### src/rtl/regfile_write_arbiter.sv
// Shares the register-file write port between writeback, the MDU and the debug port.
// Writeback always wins; MDU/debug results wait in one-entry buffers, and a starvation FSM requests a writeback bubble.
module regfile_write_arbiter #(
    parameter int STARVE_LIMIT = 4
) (
    input  logic        clk,
    input  logic        rst,
    input  logic        wb_reg_write,
    input  logic [4:0]  wb_write_id,
    input  logic [31:0] wb_write_data,
    input  logic        mdu_valid,
    output logic        mdu_ready,
    input  logic [4:0]  mdu_write_id,
    input  logic [31:0] mdu_write_data,
    input  logic        dbg_valid,
    output logic        dbg_ready,
    input  logic [4:0]  dbg_write_id,
    input  logic [31:0] dbg_write_data,
    output logic        RegWrite,
    output logic [4:0]  write_id,
    output logic [31:0] write_data,
    output logic        stall_req,
    output logic        pending_valid,
    output logic [4:0]  pending_id
);

    localparam int CW = $clog2(STARVE_LIMIT + 1);
    localparam logic [CW-1:0] STARVE_MAX = CW'(STARVE_LIMIT);

    typedef enum logic [1:0] {
        IDLE,
        WAIT,
        STALL
    } state_t;

    state_t        state;
    state_t        state_nxt;
    logic [CW-1:0] starve_cnt;
    logic [CW-1:0] starve_cnt_nxt;

    logic          active;
    logic          mdu_full;
    logic [4:0]    mdu_id;
    logic [31:0]   mdu_data;
    logic          dbg_full;
    logic [4:0]    dbg_id;
    logic [31:0]   dbg_data;

    logic          wb_req;
    logic          mdu_grant;
    logic          dbg_grant;
    logic          buf_grant;
    logic          mdu_accept;
    logic          dbg_accept;
    logic          mdu_full_nxt;
    logic          dbg_full_nxt;
    logic          any_full;
    logic          any_full_nxt;

    // A writeback to x0 is no request at all, so a buffered result may take the slot.
    assign wb_req       = wb_reg_write && (wb_write_id != 5'd0);
    assign mdu_grant    = !wb_req && mdu_full;
    assign dbg_grant    = !wb_req && !mdu_full && dbg_full;
    assign buf_grant    = mdu_grant || dbg_grant;

    assign mdu_ready    = active && !mdu_full;
    assign dbg_ready    = active && !dbg_full;
    assign mdu_accept   = mdu_valid && mdu_ready;
    assign dbg_accept   = dbg_valid && dbg_ready;

    assign mdu_full_nxt = mdu_accept || (mdu_full && !mdu_grant);
    assign dbg_full_nxt = dbg_accept || (dbg_full && !dbg_grant);
    assign any_full     = mdu_full || dbg_full;
    assign any_full_nxt = mdu_full_nxt || dbg_full_nxt;

    assign pending_valid = mdu_full;
    assign pending_id    = mdu_full ? mdu_id : 5'd0;
    assign stall_req     = (state == STALL);

    always_ff @(posedge clk) begin
        if (!rst) begin
            active   <= 1'b0;
            mdu_full <= 1'b0;
            mdu_id   <= 5'd0;
            mdu_data <= 32'd0;
            dbg_full <= 1'b0;
            dbg_id   <= 5'd0;
            dbg_data <= 32'd0;
        end else begin
            active   <= 1'b1;
            mdu_full <= mdu_full_nxt;
            dbg_full <= dbg_full_nxt;
            if (mdu_accept) begin
                mdu_id   <= mdu_write_id;
                mdu_data <= mdu_write_data;
            end
            if (dbg_accept) begin
                dbg_id   <= dbg_write_id;
                dbg_data <= dbg_write_data;
            end
        end
    end

    always_ff @(posedge clk) begin
        if (!rst) begin
            RegWrite   <= 1'b0;
            write_id   <= 5'd0;
            write_data <= 32'd0;
        end else if (wb_req) begin
            RegWrite   <= 1'b1;
            write_id   <= wb_write_id;
            write_data <= wb_write_data;
        end else if (mdu_grant) begin
            RegWrite   <= (mdu_id != 5'd0);
            write_id   <= mdu_id;
            write_data <= mdu_data;
        end else if (dbg_grant) begin
            RegWrite   <= (dbg_id != 5'd0);
            write_id   <= dbg_id;
            write_data <= dbg_data;
        end else begin
            RegWrite   <= 1'b0;
        end
    end

    always_ff @(posedge clk) begin
        if (!rst) begin
            state      <= IDLE;
            starve_cnt <= '0;
        end else begin
            state      <= state_nxt;
            starve_cnt <= starve_cnt_nxt;
        end
    end

    // Counter saturates at the limit; any buffer grant restarts the starvation window.
    always_comb begin
        state_nxt      = state;
        starve_cnt_nxt = starve_cnt;
        if (buf_grant) begin
            starve_cnt_nxt = '0;
        end else if (any_full && (starve_cnt != STARVE_MAX)) begin
            starve_cnt_nxt = starve_cnt + 1'b1;
        end
        case (state)
            IDLE: begin
                if (any_full_nxt) begin
                    state_nxt = WAIT;
                end
            end
            WAIT: begin
                if (buf_grant) begin
                    state_nxt = any_full_nxt ? WAIT : IDLE;
                end else if (any_full && (starve_cnt_nxt == STARVE_MAX)) begin
                    state_nxt = STALL;
                end
            end
            STALL: begin
                if (buf_grant) begin
                    state_nxt = any_full_nxt ? WAIT : IDLE;
                end
            end
            default: state_nxt = IDLE;
        endcase
    end

endmodule

### config.mk
export PLATFORM = sky130hd
export DESIGN_NAME = regfile_write_arbiter
export DESIGN_NICKNAME = d
export VERILOG_FILES = /design/src/rtl/regfile_write_arbiter.sv
export SDC_FILE = /design/constraint.sdc
export NUM_CORES = 1
export LEC_CHECK = 0
export ABC_AREA = 1
export CAP_MARGIN = 15
export CORE_UTILIZATION = 40
export CTS_CLUSTER_SIZE = 12
export DETAILED_ROUTE_END_ITERATION = 8
export PLACE_DENSITY = 0.71
export SLEW_MARGIN = 20
export SYNTH_ARGS = -nofsm -noshare
export SYNTH_HDL_FRONTEND = slang
export SYNTH_SLANG_ARGS = --single-unit
### constraint.sdc
create_clock -name clk -period 2 [get_ports clk]
set_clock_uncertainty 0.05 [all_clocks]
set_input_delay 0.5 -clock clk [delete_from_list [all_inputs] [get_ports clk]]
set_output_delay 0.5 -clock clk [all_outputs]
set_load 0.01 [all_outputs]
==> impl_metrics.json, run 1 <==
{
  "dpl.cell_count": 984,
  "synth_mux_area_share_pct": 0,
  "cp-end-kind": "primary output",
  "final.min_clock_period_ps": 1910,
  "vias": 5224,
  "synthArstFlopShare_pct": 0,
  "die_w_um": 115,
  "synth_compound_area_share_pct": 27.5,
  "drc": 0,
  "hold_buffers": 0,
  "crit_required_ps": 1450,
  "yosys-top-cells-count": "dfxtp_1, inv_1, o21ai_0, a21oi_1, nand2_1",
  "synth.most_common_cell": "dfxtp_1",
  "synth-xor-area-share_pct": 0,
  "yosys.area_share.simple_pct": 12.1,
  "dp_slack_ps": -237,
  "dieHeight_um": 115,
  "ys_types": 35,
  "fmax_mhz": 524,
  "finalNonFillerCells": 1017,
  "gr-usage-all-layers_pct": 24.5,
  "antenna_left": 0,
  "synth_edf_count": 0,
  "rsz0062_at_grt": "no",
  "clk_pin_slew_worst_paths_ps": 60,
  "numCtsBuffers": 17,
  "crit_fanout": 9,
  "synth_area_per_cell_um2": 7.59,
  "start_util_pct": 41.7,
  "syn_nets": 786,
  "area_growth_pct": 50.7,
  "max_cap_violations": 0,
  "antennaDiodeCount": 0,
  "yosys_most_used_dff": "dfxtp_1",
  "core_um2": 12200,
  "root_buffer": "clkbuf_16",
  "cts-htree-levels": 4,
  "grt_start_max_net_pins": 102,
  "power_leakage_nw": 3.22,
  "power_density_nw_per_um2": 927,
  "die_area_um2": 13100,
  "period_share_pct": 95.4,
  "dp_hpwl_um": 10800,
  "routedWlPerCell_um": 15.2,
  "cpPeakStageDelay_ps": 550,
  "gr-total-overflow": 0,
  "syn-cell-area_um2": 5070,
  "worstPathArrival_ps": 1360,
  "yosysTopAreaCell": "dfxtp_1",
  "slew_headroom_pct": 71.8,
  "synth_seq_cells": 120,
  "startpoint_type": "flip-flop",
  "finalWorstSetupSlack_ps": 91.9,
  "ios": 163,
  "drt-initial-drc-count": 484,
  "path_buf_inv": 1,
  "clock_path_buffers": 2,
  "row_count": 40,
  "via_per_inst": 5.14,
  "vdd_drop_max_mv": 0.485,
  "critical-path-top-delay-family": "buffers and inverters",
  "hp-class": "flip-flop to flip-flop",
  "antenna_found_initial": 0,
  "worstSetupPathType": "flip-flop to primary output",
  "timing.critical_path.cells": "clkdlybuf4s50_1",
  "clock_latency_ps": 410,
  "grt_pass1_vias": 5339,
  "drt_pass1_iterations": 5,
  "yosys_warnings": 0,
  "synth_top_family_by_area": "compound AO/OA/AOI/OAI gates",
  "place_congestion": 0.845,
  "drive_gt1_share_pct": 9.78,
  "synth_fa_ha_area_share_pct": 0.494,
  "timing.final.hold_violations": 0,
  "finalMaxSlewViolations": 0,
  "netlist.area_leader.share_pct": 47.4,
  "synth_cells": 668,
  "whs_ps": 398,
  "port_buffers": 162,
  "setup_violations": 0,
  "synth_area_leaders": "dfxtp_1, o21ai_0, a21oi_1",
  "clock-sinks": 120,
  "cpMaxStageDelayCell": "clkdlybuf4s50_1",
  "status": "complete, no violations",
  "totalWireLength_um": 15500,
  "yosysSeqAreaShare_pct": 47.4,
  "cts_tree": "yes",
  "tightest_slew_ps": 423,
  "grt_first_pass_wirelength_um": 25100,
  "fin_nets": 954
}
==> placed cells by master (no fill, tap or decap), types with 16 or more instances in the layout <==
master,instances
clkdlybuf4s50_1,153
clkbuf_16,17
o221ai_1,31
o21ai_1,16
nand2_1,86
buf_4,25
o21ai_0,99
a21oi_1,92
inv_1,110
nand3_1,19
dfxtp_1,119
==> sequential cells by signal (all words and copies together) (netlist names) <==
name,count
active,1
write_id,5
RegWrite,1
write_data,32
pending_valid,1
dbg_full,1
starve_cnt,3
dbg_id,5
state,2
mdu_data,32
dbg_data,32
mdu_id,5
==> layout make-up <==
class                   count  area [um2]
inverters                 115         434
clock buffers              20         447
clock inverters            12         175
fillers                  1040        4520
flip-flops and latches    120        2410
repair buffers            194        1930
well taps                 168         210
multi-input cells         388        2030
==> repair_timing <==
| item | 4_1_cts | 5_1_grt |
|---|---|---|
| buffers inserted | 1 | 0 |
| endpoints found under the hold margin | 0 | 0 |
| setup endpoints to repair | 9 | 0 |
| gates resized for setup | 11 | 0 |
==> report_power, final <==
part	total (mW)	internal (mW)	switching, mW
clock	3.20	2.11	1.09
sequential	2.69	2.59	0.0993
combinational	1.20	0.598	0.602
total	7.09	5.30	1.79
==> stage by stage <==
stage / util [%] / total power, mW / TNS, ps / instance area, um2
after floorplan: - / 3.29 / 0 / 5070
after global placement: 57.7 / 3.87 / -1620 / 7020
after detailed placement: 57.7 / 3.93 / -4230 / 7020
after CTS: 62.8 / 7.11 / 0 / 7640
after global routing: 62.8 / 7.37 / 0 / 7640
final: 62.8 / 7.09 / 0 / 7640
==> path summary, 6_finish.rpt <==
path,startpoint,cells past startpoint,slack [ps],endpoint
worst max-delay path,pending_valid,1,90,pending_valid
worst min-delay path,mdu_data[19],2,400,mdu_data[19]
worst max register to register,dbg_full,13,280,state[0]
worst min register to register,mdu_data[19],2,400,mdu_data[19]
==> routing by layer <==
metal	share of wire (%)	vias to the layer above	global-route usage [%]
li1	-	2556	-
met3	6.2	31	5.24
met2	48	201	42.3
met1	44	2436	29.9
met5	0	-	0
met4	1.6	0	9.44
==> cell families (layout without fill, tap and decap cells) <==
family,Yosys count,in the layout
AO/OA/AOI/OAI,249,249
adder cells (fa/ha/maj),2,2
flip-flops,120,120
AND/OR/NAND/NOR,137,137
buffers and inverters,160,341
Note: power is estimated with default switching activity, not from simulation.
==> inputs of run 2 (changes only) <==
--- a/config.mk
+++ b/config.mk
@@ -7,6 +7,7 @@
 export LEC_CHECK = 0
 export ABC_AREA = 1
 export CAP_MARGIN = 15
+export CORE_MARGIN = 1.5
 export CORE_UTILIZATION = 40
 export CTS_CLUSTER_SIZE = 12
 export DETAILED_ROUTE_END_ITERATION = 8
==> run 2 against run 1 <==
Effect of this change:
- sequential share of layout area rose by 0.25 points
- critical path depth is 2 higher
- fmax fell by 1.8%
- critical path type unchanged
- largest cell class unchanged
==> impl_metrics.json, run 2 (synthesized netlist as in run 1, its figures left out) <==
{
  "status": "complete, no violations",
  "regArea_um2": 2410,
  "grt_pass1_vias": 5144,
  "whs_ps": 395,
  "cpPeakStageDelay_ps": 370,
  "dpl_cell_area_um2": 6990,
  "max_cap_violations": 0,
  "numCtsBuffers": 17,
  "final_common_cell": "clkdlybuf4s50_1",
  "core_um2": 12200,
  "clock_latency_ps": 410,
  "grt_start_max_net_pins": 58,
  "dpl.cell_count": 984,
  "worstSetupPathType": "flip-flop to primary output",
  "routedWlPerCell_um": 14.9,
  "slew_headroom_pct": 65.5,
  "port_buffers": 162,
  "min_path_cells": 2,
  "hold_buffers": 0,
  "fmax_mhz": 515,
  "ios": 163,
  "finalNonFillerCells": 1018,
  "timing.final.hold_violations": 0,
  "power_leakage_nw": 3.20,
  "fin_nets": 955,
  "drt-initial-drc-count": 361,
  "clock_path_buffers": 2,
  "worstPathArrival_ps": 1390,
  "hp-class": "flip-flop to flip-flop",
  "power_density_nw_per_um2": 906,
  "dieHeight_um": 116,
  "final.min_clock_period_ps": 1940,
  "cp-end-kind": "primary output",
  "root_buffer": "clkbuf_16",
  "cts_tree": "yes",
  "gr-usage-all-layers_pct": 23.1,
  "start_util_pct": 41.5,
  "rsz0062_at_grt": "no",
  "setup_violations": 0,
  "vias": 5190,
  "fin_area_um2": 7580,
  "antenna_found_initial": 0,
  "r2r_cells": 14,
  "tightest_slew_ps": 517,
  "drive_gt1_share_pct": 9.41,
  "clock-sinks": 120,
  "crit_fanout": 9,
  "drt_pass1_iterations": 5,
  "die_w_um": 116,
  "place_congestion": 0.852,
  "finalMaxSlewViolations": 0,
  "antenna_left": 0,
  "crit_required_ps": 1450,
  "gr-total-overflow": 0,
  "final_cell_mix": "clkdlybuf4s50_1, dfxtp_1, inv_1",
  "area_growth_pct": 49.5,
  "grt_first_pass_wirelength_um": 24100,
  "final_util_pct": 62.1,
  "totalWireLength_um": 15200,
  "period_share_pct": 97.2,
  "p_total_mw": 6.87,
  "multi_input_comb_area_um2": 2030,
  "timing.critical_path.cells": "buf_4 > nor2_4 > dlygate4sd2_1",
  "via_per_inst": 5.10,
  "antennaDiodeCount": 0,
  "vdd_drop_max_mv": 0.513,
  "dp_hpwl_um": 10700,
  "row_count": 40,
  "cts-htree-levels": 4,
  "cpMaxStageDelayCell": "dfxtp_4",
  "fill_cells": 1075,
  "die_area_um2": 13400,
  "startpoint_type": "flip-flop",
  "clk_pin_slew_worst_paths_ps": 50,
  "drc": 0,
  "reg_top3": "dbg_data (32), mdu_data (32), write_data (32)"
}
## run 2: changes by cell type in the layout (fill, tap and decap cells not counted), sizes merged
| cell | change |
|---|---|
| clkbuf | +3 |
| clkinvlp | -3 |
| clkinv | +1 |
| bufinv | -1 |
| buf | +1 |
## run 2: repair_timing
item,in CTS,in global routing
buffers inserted,2,0
resized for setup,10,0
endpoints found under the setup margin,9,0
## run 2: through the flow
stage               setup slack [ps]  setup TNS (ps)
finish                          56.6               0
floorplan                        450               0
global route                    8.56               0
detailed placement              -221           -4360
global placement               -91.5           -1810
CTS                             48.9               0
## run 2: worst max-delay path: cells and delay by family, from the launching register on
family / cells / cell delay [ps]
AND/OR/NAND/NOR: 1 / 160
buffers and inverters: 2 / 460
flip-flops: 1 / 370
## run 2: cell type report
class / instances / area share, %
sequential: 120 / 31.7
timing repair buffer: 195 / 25.3
inverter: 115 / 5.73
multi-input combinational: 388 / 26.8
clock buffer: 23 / 6.04
tap: 168 / 2.77
clock inverter: 9 / 1.63
## run 2: power by group
part           leakage, nW  switching, mW  internal (mW)  total, mW
Clock                0.289           1.02           1.98       3.00
Combinational         1.92          0.586          0.592       1.18
Sequential           0.991         0.0964           2.59       2.68
Total                 3.20           1.70           5.16       6.87
## run 2: metal layers
metal / routed length [um] / GRT usage (%) / up-vias
met1: 6770 / 30.0 / 2417
li1: - / - / 2562
met3: 1040 / 5.02 / 19
met2: 7130 / 37.7 / 192
met5: 0 / 0 / -
met4: 225 / 9.22 / 0
## run 2: path summary, 6_finish.rpt
| check | startpoint | end | slack [ps] |
|---|---|---|---|
| min | mdu_data[4] | mdu_data[4] | 390 |
| max | pending_valid | mdu_ready | 60 |
| max reg2reg | starve_cnt[0] | state[0] | 270 |
| min reg2reg | mdu_data[4] | mdu_data[4] | 390 |
==> inputs of run 3 (changes only) <==
--- a/config.mk
+++ b/config.mk
@@ -12,6 +12,7 @@
 export CTS_CLUSTER_SIZE = 12
 export DETAILED_ROUTE_END_ITERATION = 8
 export PLACE_DENSITY = 0.71
+export SKIP_CTS_REPAIR_TIMING = 1
 export SLEW_MARGIN = 20
 export SYNTH_ARGS = -nofsm -noshare
 export SYNTH_HDL_FRONTEND = slang
==> run 3 against run 2 <==
Effect of this change:
- sequential power is essentially flat
- non-clock buffer count increased by 3
- die area did not move
- largest power group unchanged
- via count rose by 0.69%
- cell area increased by 0.56%
- routed wire length grew 0.67%
- critical path depth increased by 1
- flip-flop and latch count is the same
==> impl_metrics.json, run 3 (synthesized netlist as in run 1, its figures left out) <==
{
  "status": "complete, no violations",
  "start_util_pct": 41.5,
  "final_cell_mix": "clkdlybuf4s50_1, dfxtp_1, inv_1",
  "numCtsBuffers": 17,
  "gr-total-overflow": 0,
  "crit_fanout": 6,
  "slew_headroom_pct": 65.3,
  "startpoint": "pending_valid",
  "fin_nets": 958,
  "reg_top3": "dbg_data (32), mdu_data (32), write_data (32)",
  "endpoint": "mdu_ready",
  "grt_first_pass_wirelength_um": 24100,
  "ios": 163,
  "crit_required_ps": 1450,
  "vdd_drop_max_mv": 0.515,
  "final_util_pct": 62.4,
  "r2r_setup_slack_ps": 200,
  "die_w_um": 116,
  "setup_violations": 0,
  "core_um2": 12200,
  "clock_path_buffers": 2,
  "fin_area_um2": 7620,
  "timing.final.hold_violations": 0,
  "startpoint_type": "flip-flop",
  "drt-initial-drc-count": 418,
  "via_per_inst": 5.12,
  "grt_start_max_net_pins": 58,
  "comb_power_share_pct": 17.3,
  "r2r_cells": 8,
  "r2r-end": "mdu_data[22]",
  "dp_slack_ps": -221,
  "route.met3.wl_um": 1060,
  "totalWireLength_um": 15300,
  "clock-sinks": 120,
  "cts_tree": "yes",
  "swShare_pct": 24.9,
  "power_leakage_nw": 3.31,
  "fmax_mhz": 510,
  "final_common_cell": "clkdlybuf4s50_1",
  "met1Wirelength_um": 6820,
  "finalWorstSetupSlack_ps": 40.6,
  "area_growth_pct": 50.4,
  "grt_pass1_vias": 5132,
  "antenna_left": 0,
  "antenna_found_initial": 0,
  "cp-end-kind": "primary output",
  "clk_pin_slew_worst_paths_ps": 50,
  "drive_gt1_share_pct": 9.85,
  "die_area_um2": 13400,
  "p_total_mw": 6.88,
  "drt_pass1_iterations": 5,
  "finalMaxSlewViolations": 0,
  "antennaDiodeCount": 0,
  "p_int_mw": 5.17,
  "p_switching_mw": 1.71,
  "maxUsedRoutingLayer": "met4",
  "place_congestion": 0.852,
  "dp_hpwl_um": 10700,
  "cts-htree-levels": 4,
  "rr_startpoint": "pending_valid",
  "worstPathArrival_ps": 1410,
  "p_clk_share_pct": 43.7,
  "port_buffers": 162,
  "dpl_cell_area_um2": 6990,
  "rsz0062_at_grt": "no",
  "drc": 0,
  "hp-class": "flip-flop to flip-flop",
  "worstSetupPathType": "flip-flop to primary output",
  "p_seq_share_pct": 39.0,
  "max_cap_violations": 0,
  "routedWlPerCell_um": 15.0,
  "vias": 5226,
  "root_buffer": "clkbuf_16",
  "final.min_clock_period_ps": 1960,
  "power_density_nw_per_um2": 902,
  "wl_met2_um": 7170,
  "setup_tns_ps": 0,
  "row_count": 40,
  "gr-usage-all-layers_pct": 23.1,
  "dieHeight_um": 116,
  "clock_latency_ps": 410,
  "period_share_pct": 98.0,
  "tightest_slew_ps": 521
}
[run 3: changes by cell type in the layout (fill, tap and decap cells not counted)]
cell	before	now
buf_4	28	30
dlygate4sd2_1	8	0
clkbuf_2	0	2
dlymetal6s2s_1	0	7
[run 3: critical path, cell delays in order, from the launching register on]
cell and delay, ps:
dfxtp_4 360, clkbuf_2 150, buf_4 180, nor2_4 160, clkbuf_2 150
[run 3: worst min-delay path by stage]
stage | startpoint | to | slack [ps] | cells after the start
after floorplan | dbg_data[11] | dbg_data[11] | 370 | 2
after global placement | dbg_data[3] | dbg_data[3] | 380 | 2
after detailed placement | mdu_data[0] | mdu_data[0] | 390 | 2
after CTS | mdu_data[0] | mdu_data[0] | 400 | 2
after global routing | mdu_data[25] | mdu_data[25] | 410 | 2
final | mdu_data[4] | mdu_data[4] | 390 | 2
[run 3: final cells by class]
class / count / area [um2]
Timing Repair Buffer: 198 / 1960
Multi-Input combinational cell: 388 / 2030
Tap cell: 168 / 210
Clock buffer: 23 / 458
Sequential cell: 120 / 2410
Clock inverter: 9 / 124
Fill cell: 1069 / 4590
Inverter: 115 / 434
[run 3: layer usage]
layer	global-route usage, %	vias to the layer above
met5	0	-
met3	5.02	21
met1	29.9	2433
met2	37.6	205
li1	-	2567
met4	9.22	0
[run 3: power groups by stage]
stage | clock (mW) | combinational [mW] | sequential, mW
floorplan | 0 | 0.553 | 2.74
global placement | 0 | 1.14 | 2.73
detailed placement | 0 | 1.18 | 2.73
CTS | 3.05 | 1.18 | 2.68
global route | 3.15 | 1.31 | 2.70
finish | 3.01 | 1.19 | 2.68
[run 3: through the flow]
step	hold slack, ps	std cells
finish	394	1021
global route	414	1021
CTS	396	1016
detailed placement	388	984
global placement	384	984
floorplan	375	668
